[src/rtl/rx232_pkg.sv]
// Shared constants and helpers for the UART receive-side byte buffer.
package rx232_pkg;

    localparam int DW            = 8;   // UART byte width
    localparam int DEFAULT_DEPTH = 16;  // default FIFO depth in bytes
    localparam int DROP_CNT_W    = 8;   // width of the saturating drop counter

    // Ceiling log2 for sizing pointers from a depth; returns 0 for n <= 1.
    function automatic int clog2(input int n);
        int r;
        r = 0;
        while ((1 << r) < n) begin
            r = r + 1;
        end
        return r;
    endfunction

endpackage : rx232_pkg

[src/rtl/rx232_fifo_mem.sv]
// DEPTH x DW byte store with a synchronous write port and a registered read port.
module rx232_fifo_mem #(
    parameter int DEPTH = 16,
    parameter int AW    = 4,
    parameter int DW    = 8
) (
    input  logic          clk,
    input  logic          rst,
    input  logic          we,
    input  logic [AW-1:0] waddr,
    input  logic [DW-1:0] wdata,
    input  logic          re,
    input  logic [AW-1:0] raddr,
    output logic [DW-1:0] rdata
);

    logic [DW-1:0] mem_q [DEPTH];
    logic [DW-1:0] rdata_q;

    // Storage write; read and write to the same slot return the old byte.
    // NOTE: the array has no reset -- stale entries are never observable
    // because the pointers gate every read, and a reset here would cost a
    // mux per bit for no functional benefit.
    always_ff @(posedge clk) begin
        if (we) begin
            mem_q[waddr] <= wdata;
        end
    end

    // Registered read port; holds its value when no pop is accepted.
    // NOTE: non-blocking assignment on every flop so all registers sample
    // the pre-edge values regardless of block evaluation order.
    always_ff @(posedge clk) begin
        if (rst) begin
            rdata_q <= '0;
        end else if (re) begin
            rdata_q <= mem_q[raddr];
        end
    end

    assign rdata = rdata_q;

endmodule : rx232_fifo_mem

[src/rtl/rx232_rx_fifo.sv]
// Receive byte buffer: detects completed UART frames on the rising edge of
// rx_start, queues the byte, and offers it to the host through rd_en.
module rx232_rx_fifo
    import rx232_pkg::*;
#(
    parameter int DEPTH = DEFAULT_DEPTH,
    parameter int AW    = clog2(DEPTH)
) (
    input  logic                  clk,
    input  logic                  rst,
    input  logic [DW-1:0]         rxpd,
    input  logic                  rx_start,
    input  logic                  rxen,
    input  logic                  rd_en,
    output logic [DW-1:0]         rd_data,
    output logic                  rd_valid,
    output logic                  empty,
    output logic                  full,
    output logic [AW:0]           count,
    output logic                  overflow,
    input  logic                  ovf_clr,
    output logic [DROP_CNT_W-1:0] drop_cnt,
    output logic                  rx_active
);

    logic                  rx_start_q;
    logic [AW:0]           wptr_q,   wptr_d;
    logic [AW:0]           rptr_q,   rptr_d;
    logic [AW:0]           count_q,  count_d;
    logic                  empty_q,  empty_d;
    logic                  full_q,   full_d;
    logic                  overflow_q, overflow_d;
    logic [DROP_CNT_W-1:0] drop_cnt_q, drop_cnt_d;
    logic                  rd_valid_q;
    logic                  rx_active_q;

    logic push;
    logic pop_ok;
    logic push_ok;
    logic drop;

    // Frame strobe and acceptance decisions. rxen stays high across
    // back-to-back frames, so only the rx_start edge marks a new byte.
    always_comb begin
        push    = rx_start & ~rx_start_q;
        pop_ok  = rd_en & ~empty_q;
        push_ok = push & (~full_q | pop_ok);
        drop    = push & full_q & ~pop_ok;
    end

    // Next-state for pointers, occupancy and overflow status.
    // NOTE: every always_comb output gets a default first so no path can
    // leave it unassigned and infer a latch.
    always_comb begin
        wptr_d     = wptr_q;
        rptr_d     = rptr_q;
        overflow_d = overflow_q;
        drop_cnt_d = drop_cnt_q;

        if (push_ok) begin
            wptr_d = wptr_q + (AW+1)'(1);
        end
        if (pop_ok) begin
            rptr_d = rptr_q + (AW+1)'(1);
        end

        // A drop in the same cycle as ovf_clr wins and restarts the count at 1.
        if (drop) begin
            overflow_d = 1'b1;
            if (ovf_clr) begin
                drop_cnt_d = DROP_CNT_W'(1);
            end else if (drop_cnt_q != '1) begin
                drop_cnt_d = drop_cnt_q + DROP_CNT_W'(1);
            end
        end else if (ovf_clr) begin
            overflow_d = 1'b0;
            drop_cnt_d = '0;
        end

        count_d = wptr_d - rptr_d;
        empty_d = (count_d == '0);
        full_d  = (count_d == (AW+1)'(DEPTH));
    end

    // State registers; rx_start_q resets high so a strobe already asserted
    // when reset releases is not mistaken for a new frame.
    always_ff @(posedge clk) begin
        if (rst) begin
            rx_start_q  <= 1'b1;
            wptr_q      <= '0;
            rptr_q      <= '0;
            count_q     <= '0;
            empty_q     <= 1'b1;
            full_q      <= 1'b0;
            overflow_q  <= 1'b0;
            drop_cnt_q  <= '0;
            rd_valid_q  <= 1'b0;
            rx_active_q <= 1'b0;
        end else begin
            rx_start_q  <= rx_start;
            wptr_q      <= wptr_d;
            rptr_q      <= rptr_d;
            count_q     <= count_d;
            empty_q     <= empty_d;
            full_q      <= full_d;
            overflow_q  <= overflow_d;
            drop_cnt_q  <= drop_cnt_d;
            rd_valid_q  <= pop_ok;
            rx_active_q <= rxen;
        end
    end

    rx232_fifo_mem #(
        .DEPTH (DEPTH),
        .AW    (AW),
        .DW    (DW)
    ) u_mem (
        .clk   (clk),
        .rst   (rst),
        .we    (push_ok),
        .waddr (wptr_q[AW-1:0]),
        .wdata (rxpd),
        .re    (pop_ok),
        .raddr (rptr_q[AW-1:0]),
        .rdata (rd_data)
    );

    assign rd_valid  = rd_valid_q;
    assign empty     = empty_q;
    assign full      = full_q;
    assign count     = count_q;
    assign overflow  = overflow_q;
    assign drop_cnt  = drop_cnt_q;
    assign rx_active = rx_active_q;

endmodule : rx232_rx_fifo
[config.mk]
export PLATFORM = sky130hd
export DESIGN_NAME = rx232_rx_fifo
export DESIGN_NICKNAME = d
export VERILOG_FILES = /design/src/rtl/rx232_pkg.sv /design/src/rtl/rx232_fifo_mem.sv /design/src/rtl/rx232_rx_fifo.sv
export SDC_FILE = /design/constraint.sdc
export NUM_CORES = 1
export LEC_CHECK = 0
export CORE_MARGIN = 5
export CORE_UTILIZATION = 45
export DETAILED_ROUTE_END_ITERATION = 10
export GPL_ROUTABILITY_DRIVEN = 0
export GPL_TIMING_DRIVEN = 0
export PLACE_DENSITY = 0.61
export SETUP_SLACK_MARGIN = 0.05
export SLEW_MARGIN = 10
export SYNTH_ARGS = -nofsm -noshare
export SYNTH_HDL_FRONTEND = slang
export SYNTH_SLANG_ARGS = --single-unit
[constraint.sdc]
create_clock -name clk -period 4.65 [get_ports clk]
set_input_delay 0.465 -clock clk [delete_from_list [all_inputs] [get_ports clk]]
set_output_delay 0.465 -clock clk [all_outputs]
set_load 0.005 [all_outputs]
* Yosys cells after proc, flatten, opt, wreduce, memory -nomap -nowiden
Memory sizes are Yosys's and may differ from the RTL's. A register that Yosys moved wholly into a read port is not among the register bits.
Cells that the tools add are included.
** Word-level totals
- Register bits :: 29
- Memory bits (writable) :: 128
- Input bits :: 14
- Output and inout bits :: 26
- Logic and storage cells :: 41
- Memories :: 1
** Memories
- u_mem.mem_q :: words 16, bits a word 8, read ports 1, clocked after Yosys merged registers in 1, write ports 1, RTL line rx232_fifo_mem.sv:17 : logic [DW-1:0] mem_q [DEPTH];
** Operators by class
- Add/subtract/negate cells :: 4
- Equality and inequality tests :: 2
- Muxes and demuxes :: 10
- Bitwise operators :: 10
- Reductions and logical operators :: 4
** Operator list (number)
- two-way mux 8 bit :: 4
- adder 5 x 1 -> 5 bit, second input constant :: 2
- two-way mux 5 bit :: 2
- adder 8 x 1 -> 8 bit, second input constant :: 1
- != test 8 bit, second input constant :: 1
- bitwise AND 1 bit :: 5
- == test 5 bit, second input constant :: 1
- zero test 5 bit :: 1
- subtractor 5 bit :: 1
- two-way mux 1 bit :: 4
- inverter 1 bit :: 4
- nonzero test 2 bit :: 2
- AND reduction 2 bit :: 1
- OR 1 bit :: 1

* Logic depth before layout (Yosys ltp)
Gate-level depths: netlist of the first run.
- Depth after elaboration :: 7
- Gate-level depth with buffers :: 12
- Mapped depth without buffers :: 11

* Modules after synthesis
From an unflattened synthesis of the first run, not the netlist that was laid out.
** Second synthesis, totals
- Cell total of the unflattened synthesis :: 452
- Area, all modules :: 6661.4 sq um
** By module, submodules not included
- rx232_fifo_mem :: instances 1, cells each 316, area each 5343.9 sq um, seq. area each 4003.8 sq um
- rx232_rx_fifo :: instances 1, cells each 136, area each 1317.5 sq um, seq. area each 580.6 sq um

* Worst setup path after synthesis of the first run
No wires, ideal clock.
- Path type :: input to register
- Start point :: input port rd_en
- End point :: register empty_q (netlist: empty)
- Setup time :: 116 ps
- Data arrival time :: 2367 ps
- Data required time :: 4534 ps
- Path slack :: 2167 ps
- Stages :: 10
- Path buffers :: 1
- Cells stage by stage :: nand2b_4 buf_2 a21oi_2 nand2_1 xnor2_1 ha_1 a21o_1 a21oi_1 xnor3_1 a31o_2
** Between the ends
- Word-level cells in the longest chain between the ends :: 6
- Elaborated cells on any way between the ends :: 7
- Classes of those cells :: add/sub: 1; mux: 2; bitwise: 3; reduce/logical: 1
** RTL lines
- start, declared :: RTL line rx232_rx_fifo.sv:14 : input logic rd_en,
- bitwise AND 1 bit :: RTL line rx232_rx_fifo.sv:46 : pop_ok = rd_en & ~empty_q;
- OR 1 bit :: RTL line rx232_rx_fifo.sv:47 : push_ok = push & (~full_q | pop_ok);
- bitwise AND 1 bit :: RTL line rx232_rx_fifo.sv:47
- two-way mux 5 bit :: RTL line rx232_rx_fifo.sv:60 : if (push_ok) begin
- net wptr_d[2] :: RTL line rx232_rx_fifo.sv:27 : logic [AW:0] wptr_q, wptr_d;
- subtractor 5 bit :: RTL line rx232_rx_fifo.sv:80 : count_d = wptr_d - rptr_d;
- zero test 5 bit :: RTL line rx232_rx_fifo.sv:81 : empty_d = (count_d == '0);
- end signal, assigned :: RTL line rx232_rx_fifo.sv:104 : empty_q <= empty_d;
- end, declared :: RTL line rx232_rx_fifo.sv:30 : logic empty_q, empty_d;
The timed path passes the listed nets, and every way through them passes these cells.
A chain may end at the register's enable or synchronous reset.

* Worst setup path after layout of the first run
- Start point :: input port rd_en
- End point :: register full_q (netlist: full)
** Between the ends
- Word-level cells in the longest chain between the ends :: 6
- Elaborated cells on any way between the ends :: 7
- Classes of those cells :: add/sub: 1; eq/ne: 1; mux: 2; bitwise: 3
** RTL lines
- bitwise AND 1 bit :: RTL line rx232_rx_fifo.sv:46
- OR 1 bit :: RTL line rx232_rx_fifo.sv:47
- bitwise AND 1 bit :: RTL line rx232_rx_fifo.sv:47
- two-way mux 5 bit :: RTL line rx232_rx_fifo.sv:60
- net wptr_d[2] :: RTL line rx232_rx_fifo.sv:27
- subtractor 5 bit :: RTL line rx232_rx_fifo.sv:80
- == test 5 bit :: RTL line rx232_rx_fifo.sv:82 : full_d = (count_d == (AW+1)'(DEPTH));
- end signal, assigned :: RTL line rx232_rx_fifo.sv:105 : full_q <= full_d;
- end, declared :: RTL line rx232_rx_fifo.sv:31 : logic full_q, full_d;
The timed path passes the listed nets, and every way through them passes these cells.

==> impl_metrics.tcl, run 1 <==
set metrics [dict create \
    status "finished clean" \
    core_area_um2 14370 \
    synth_xor_area_share_pct 1.821 \
    synth_top_area_cell "edfxtp_1" \
    hold_class "reg -> reg" \
    drive_above_1_share_pct 18.36 \
    startpoint "rd_en" \
    slew_headroom_pct 41.36 \
    regToRegEndpoint "full" \
    power_mw 3.536 \
    fp-row-count 44 \
    ant_nets 0 \
    final_core_util_pct 54.25 \
    yosysMostFrequentCell "edfxtp_1" \
    first_global_vias 3753 \
    critPathArrivalTime_ns 3.36 \
    cp-start-kind "primary input" \
    post-dp-hpwl_um 9126 \
    tightest_slew_ns 0.8796 \
    end_kind "flip-flop" \
    ios 40 \
    layout_setup_ws_ns 1.610 \
    vias 3551 \
    clk_latency_ns 0.42 \
    synth-compound-area-share_pct 5.790 \
    rrSetupSlack_ns 1.72 \
    track_usage_pct 17.29 \
    dpl_cell_area_um2 7147 \
    syn_inst 392 \
    grt_overflow 0 \
    critPathCapture "full" \
    grt_max_degree 17 \
    synth_area_leaders "edfxtp_1 (59%), dfxtp_1 (11%), mux4_2 (11%)" \
    pre_cts_ws_ns 1.166 \
    cts_resized 0 \
    final_area_um2 7795 \
    grt_pass1_wl_um 21220 \
    synth_simple_gate_area_share_pct 6.959 \
    power_leakage_nw 2.564 \
    htree_levels 4 \
    tritoncts "built" \
    max_cap_viol_count 0 \
    drt_wl_total_um 13650 \
    clock_path_buffers 2 \
    finalNonFillerCells 647 \
    multiInputGateArea_um2 1847 \
    drtPass1Iterations 5 \
    async_flop_share_pct 0 \
    yosys.area_share.adder_pct 2.224 \
    synth_ff_type "edfxtp_1" \
    route.detailed.drc 0 \
    wl_per_cell_um 21.09 \
    clock.fmax_mhz 328.9 \
    cts_buffers 17 \
    initial_core_util_pct 45.42 \
    cts.clk_slew.worst_paths_ns 0.07 \
    place.port_buffers 39 \
    muxShareOfSynthArea_pct 11.20 \
    via_per_inst 5.488 \
    ir_drop_mv 0.2448 \
    r2r_cells 10 \
    synth-seq-cells 165 \
    hold_viol_final 0 \
    fillers 1119 \
    holdBufCountCts 0 \
    seq_area_um2 4584 \
    power.density_nw_per_um2 453.6 \
    synth_cell_type_count 49 \
    min_period_ns 3.040 \
    syn2layout_area_growth_pct 19.44 \
    die_area_um2 17010 \
    finalClockSkew_ns 0.007895 \
    nets 475 \
    die_h_um 130.4 \
    antenna_found_initial 0 \
    synth_common_cells "edfxtp_1 (128), nor2_1 (38), dfxtp_1 (37), mux4_2 (32), a21oi_1 (24)" \
    setup_tns_ns 0 \
    critPathMaxFanout 10 \
    synthesis.nets 417 \
    ys_warn_count 0 \
    postCtsSetupBuffers 0 \
    min_period_over_period_pct 65.38 \
    netlist.area_leader.share_pct 58.90 \
    synth-edff-count 128 \
    cts_root_buf "clkbuf_16" \
    grt_setup_unrepaired "no" \
    setup_viol 0 \
    dp_cells 615 \
    clock_sinks 165 \
    synth_top_family_by_area "multiplexers" \
    hold_ws_ns 0.4932 \
    drt_iter0_drc 264 \
    seq_area_frac_synth_pct 70.25 \
    cp_data_required_time_ns 4.97 \
    slew_violations 0 \
    syn_area_um2 6526 \
    path_class "in -> reg" \
    antenna_cells 0 \
    die_x_um 130.4 \
    rr_startpoint "rptr_q[1]" \
    synth.avg_cell_area_um2 16.65 \
]
## area by class of cell
class / instances / share of cell area, %
inverters: 8 / 0.3852
clock inverters: 15 / 2.600
clock buffers: 17 / 5.457
flip-flops and latches: 165 / 58.81
multi-input cells: 200 / 23.69
well taps: 184 / 2.953
plain buffers: 19 / 1.091
repair buffers: 39 / 5.008
## logic make-up (layout without fill, tap and decap cells)
group	after synthesis	in the layout
AO/OA/AOI/OAI	55	55
XOR/XNOR	12	12
adder cells (fa/ha/maj)	11	11
buffers and inverters	27	98
flip-flops	165	165
multiplexers	33	33
AND/OR/NAND/NOR	89	89
## report_power, final
part / switching, mW / internal, mW / total (mW)
Sequential: 0.0194 / 1.62 / 1.64
Combinational: 0.208 / 0.211 / 0.419
Clock: 0.575 / 0.901 / 1.48
Total: 0.802 / 2.73 / 3.54
## registers in the layout (all words and copies together) (netlist names)
| name | cells |
|---|---|
| wptr_q | 5 |
| count | 5 |
| rptr_q | 5 |
| drop_cnt | 8 |
| empty | 1 |
| rd_valid | 1 |
| rx_start_q | 1 |
| overflow | 1 |
| rx_active | 1 |
| full | 1 |
| u_mem.rdata | 8 |
| u_mem.mem_q | 128 |
## critical path, cell delays in order
cell	delay [ns]
clkdlybuf4s50_1	0.53
nand2b_4	0.08
buf_2	0.21
a21oi_2	0.35
nand2_1	0.25
xnor2_1	0.25
ha_1	0.30
a21o_1	0.19
a21oi_1	0.17
xnor3_1	0.29
nor4bb_1	0.27
## per-layer routing
metal	vias up	track usage [%]	part of all wire [%]
li1	1632	-	-
met5	-	0	0
met1	1812	21.54	41
met4	0	6.352	1.7
met3	13	5.163	6.3
met2	94	28.82	50
## how the worst min path moves through the flow
stage	startpoint	end	slack, ns	cells after the start
finish	overflow	overflow	0.49	2
global route	overflow	overflow	0.52	2
CTS	overflow	overflow	0.50	2
detailed placement	u_mem.rdata[5]	u_mem.rdata[5]	0.48	2
global placement	overflow	overflow	0.46	2
floorplan	overflow	overflow	0.47	2
## cell usage in the layout (no fill, tap or decap), types with 4 or more instances in the layout
master           netlist  routed
a21oi_1               24      24
a22oi_1               16      16
and2_1                 5       5
buf_2                  8       8
bufinv_16              0       4
clkbuf_1               8       8
clkbuf_16              0      17
clkdlybuf4s50_1        0      39
clkinv_4               0       4
dfxtp_1               37      37
edfxtp_1             128     128
ha_1                  10      10
inv_1                  8       8
mux4_2                32      32
nand2_1               12      12
nand2b_1               4       4
nand3_1                4       4
nor2_1                38      38
nor2b_1                4       4
nor3_2                 0       4
o21ai_0                4       4
xnor2_1                5       5
xor2_1                 6       6
Note: power is estimated with default switching activity, not from simulation.
==> run 2, diff against run 1 <==
==> constraint.sdc (replaced) <==
create_clock -name clk -period 2.9 [get_ports clk]
set_input_delay 0.29 -clock clk [delete_from_list [all_inputs] [get_ports clk]]
set_output_delay 0.29 -clock clk [all_outputs]
set_load 0.005 [all_outputs]
==> run 2 against run 1 <==
Register-to-register slack got worse by 1.5 ns; total power rose by 61%; global-route usage unchanged; final cell count is 0.31% higher; worst setup slack worse by 1.4 ns; wire length grew 0.35%; combinational power up 65%; die area did not move; non-clock buffer count grew 2; hold slack worse by 0.050 ns.
==> impl_metrics.tcl, run 2 (synthesis gave the netlist of run 1 again) <==
set metrics [dict create \
    track_usage_pct 17.29 \
    fp-row-count 44 \
    drtPass1Iterations 4 \
    grt_max_degree 17 \
    crit_slowest_cell "dfxtp_1" \
    path_class "reg -> reg" \
    drive_above_1_share_pct 20.00 \
    vias 3591 \
    drt_iter0_drc 245 \
    drt_wl_total_um 13690 \
    power.switching_mw 1.299 \
    min_period_ns 2.700 \
    largest_reg_flops 128 \
    die_area_um2 17010 \
    clk_latency_ns 0.42 \
    setup_tns_ns 0 \
    grt_setup_unrepaired "no" \
    cts.clk_slew.worst_paths_ns 0.06 \
    cp_data_required_time_ns 3.23 \
    p_seq_share_pct 46.2 \
    end_kind "flip-flop" \
    max_stage_delay_ns 0.34 \
    hold_class "in -> reg" \
    swShare_pct 22.81 \
    htree_levels 4 \
    multiInputGateArea_um2 1882 \
    seq_area_um2 4584 \
    tightest_slew_ns 0.9217 \
    die_x_um 130.4 \
    final_area_um2 7851 \
    ant_nets 0 \
    ir_drop_mv 0.3916 \
    clock_path_buffers 2 \
    mostFrequentLayoutCell "edfxtp_1" \
    layout_setup_ws_ns 0.2000 \
    rrSetupSlack_ns 0.20 \
    setup_viol 0 \
    critPathArrivalTime_ns 3.03 \
    grt_pass1_wl_um 21220 \
    final_core_util_pct 54.64 \
    status "finished clean" \
    crit_chain "nand2b_4 > clkbuf_4 > a21oi_4 > nand2_2 > xnor2_2 > ha_1 > a21o_1 > a21oi_1 > xnor3_1 > nor4bb_2" \
    min_period_over_period_pct 93.10 \
    initial_core_util_pct 45.42 \
    place.port_buffers 39 \
    fillers 1117 \
    wl_met1_um 5747 \
    power_leakage_nw 2.596 \
    critPathMaxFanout 10 \
    first_global_vias 3752 \
    holdBufCountCts 0 \
    pre_cts_ws_ns -0.4086 \
    routed.top_layer "met4" \
    ios 40 \
    clock.fmax_mhz 370.4 \
    route.detailed.drc 0 \
    antenna_cells 0 \
    finalClockSkew_ns 0.01008 \
    p_int_mw 4.396 \
    core_area_um2 14370 \
    clock_sinks 165 \
    wl_met3_um 797 \
    via_per_inst 5.533 \
    clkPwrFrac_pct 41.6 \
    wl_per_cell_um 21.10 \
    top_register "u_mem.mem_q" \
    syn2layout_area_growth_pct 20.30 \
    cts_root_buf "clkbuf_16" \
    wl_met2_um 6889 \
    most-common-layout-cells "edfxtp_1 (128), clkdlybuf4s50_1 (39), nor2_1 (38), dfxtp_1 (37), mux4_2 (32)" \
    power.density_nw_per_um2 725.4 \
    die_h_um 130.4 \
    cp-start-kind "flip-flop" \
    cts_buffers 17 \
    slew_headroom_pct 38.55 \
    antenna_found_initial 0 \
    max_cap_viol_count 0 \
    post-dp-hpwl_um 9126 \
    power_frac_comb_pct 12.1 \
    hold_viol_final 0 \
    grt_overflow 0 \
    dpl_cell_area_um2 7147 \
    slew_violations 0 \
    tritoncts "built" \
    nets 477 \
]
## run 2: cell count changes in the layout (fill, tap and decap cells not counted)
cell / change
nand2_1: -1
xnor2_1: -2
buf_2: -2
buf_4: +2
a21oi_4: +1
nor4bb_1: -1
nand2_2: +1
a21oi_1: -1
clkbuf_1: -1
clkbuf_2: +1
nor4bb_2: +1
clkbuf_4: +2
xnor2_2: +2
## run 2: worst paths after layout
path / from / cells after the start / to
worst max-delay path: empty / 10 / full
worst min-delay path: rxen / 2 / rx_active
worst max register to register: empty / 10 / full
worst min register to register: overflow / 2 / overflow
## run 2: what timing repair did
item / 4_1_cts / 5_1_grt
buffers inserted: 0 / 2
endpoints found under the setup margin: 2 / 3
pin swaps: 0 / 1
resized for setup: 2 / 7
## run 2: layout make-up
| class | instances | share of cell area [%] |
|---|---|---|
| Sequential cell | 165 | 58.39 |
| Multi-Input combinational cell | 200 | 23.97 |
| Clock buffer | 17 | 5.418 |
| Timing Repair Buffer | 41 | 5.163 |
| Tap cell | 184 | 2.932 |
| Clock inverter | 15 | 2.582 |
| Buffer | 19 | 1.163 |
| Inverter | 8 | 0.3825 |
## run 2: stage by stage
step	std cells	hold WS (ns)	power, mW
3_5_place_dp	615	0.4810	3.363
3_3_place_gp	615	0.4587	3.350
2_1_floorplan	392	0.3889	3.099
6_report	649	0.4433	5.695
5_1_grt	649	0.4628	5.919
4_1_cts	647	0.4317	5.714
## run 2: worst max-delay path, delay by kind of cell, from the launching register on
family | cells | cell delay, ns
AOI/OAI and AO/OA | 3 | 0.63
xor gates and xnor gates | 2 | 0.47
and+or+nand+nor | 3 | 0.62
buffers and inverters | 1 | 0.21
adders and majority gates | 1 | 0.32
DFF | 1 | 0.34
## run 2: metal layers
| metal | GRT usage (%) | vias to the layer above |
|---|---|---|
| li1 | - | 1641 |
| met3 | 5.163 | 15 |
| met5 | 0 | - |
| met1 | 21.54 | 1831 |
| met4 | 6.352 | 0 |
| met2 | 28.82 | 104 |
## run 2: power groups by stage
stage          sequential (mW)  combinational [mW]  clock (mW)
2_1_floorplan             2.68               0.416           0
3_3_place_gp              2.68               0.667           0
3_5_place_dp              2.68               0.679           0
4_1_cts                   2.63               0.685        2.39
5_1_grt                   2.64               0.758        2.52
6_report                  2.63               0.691        2.37
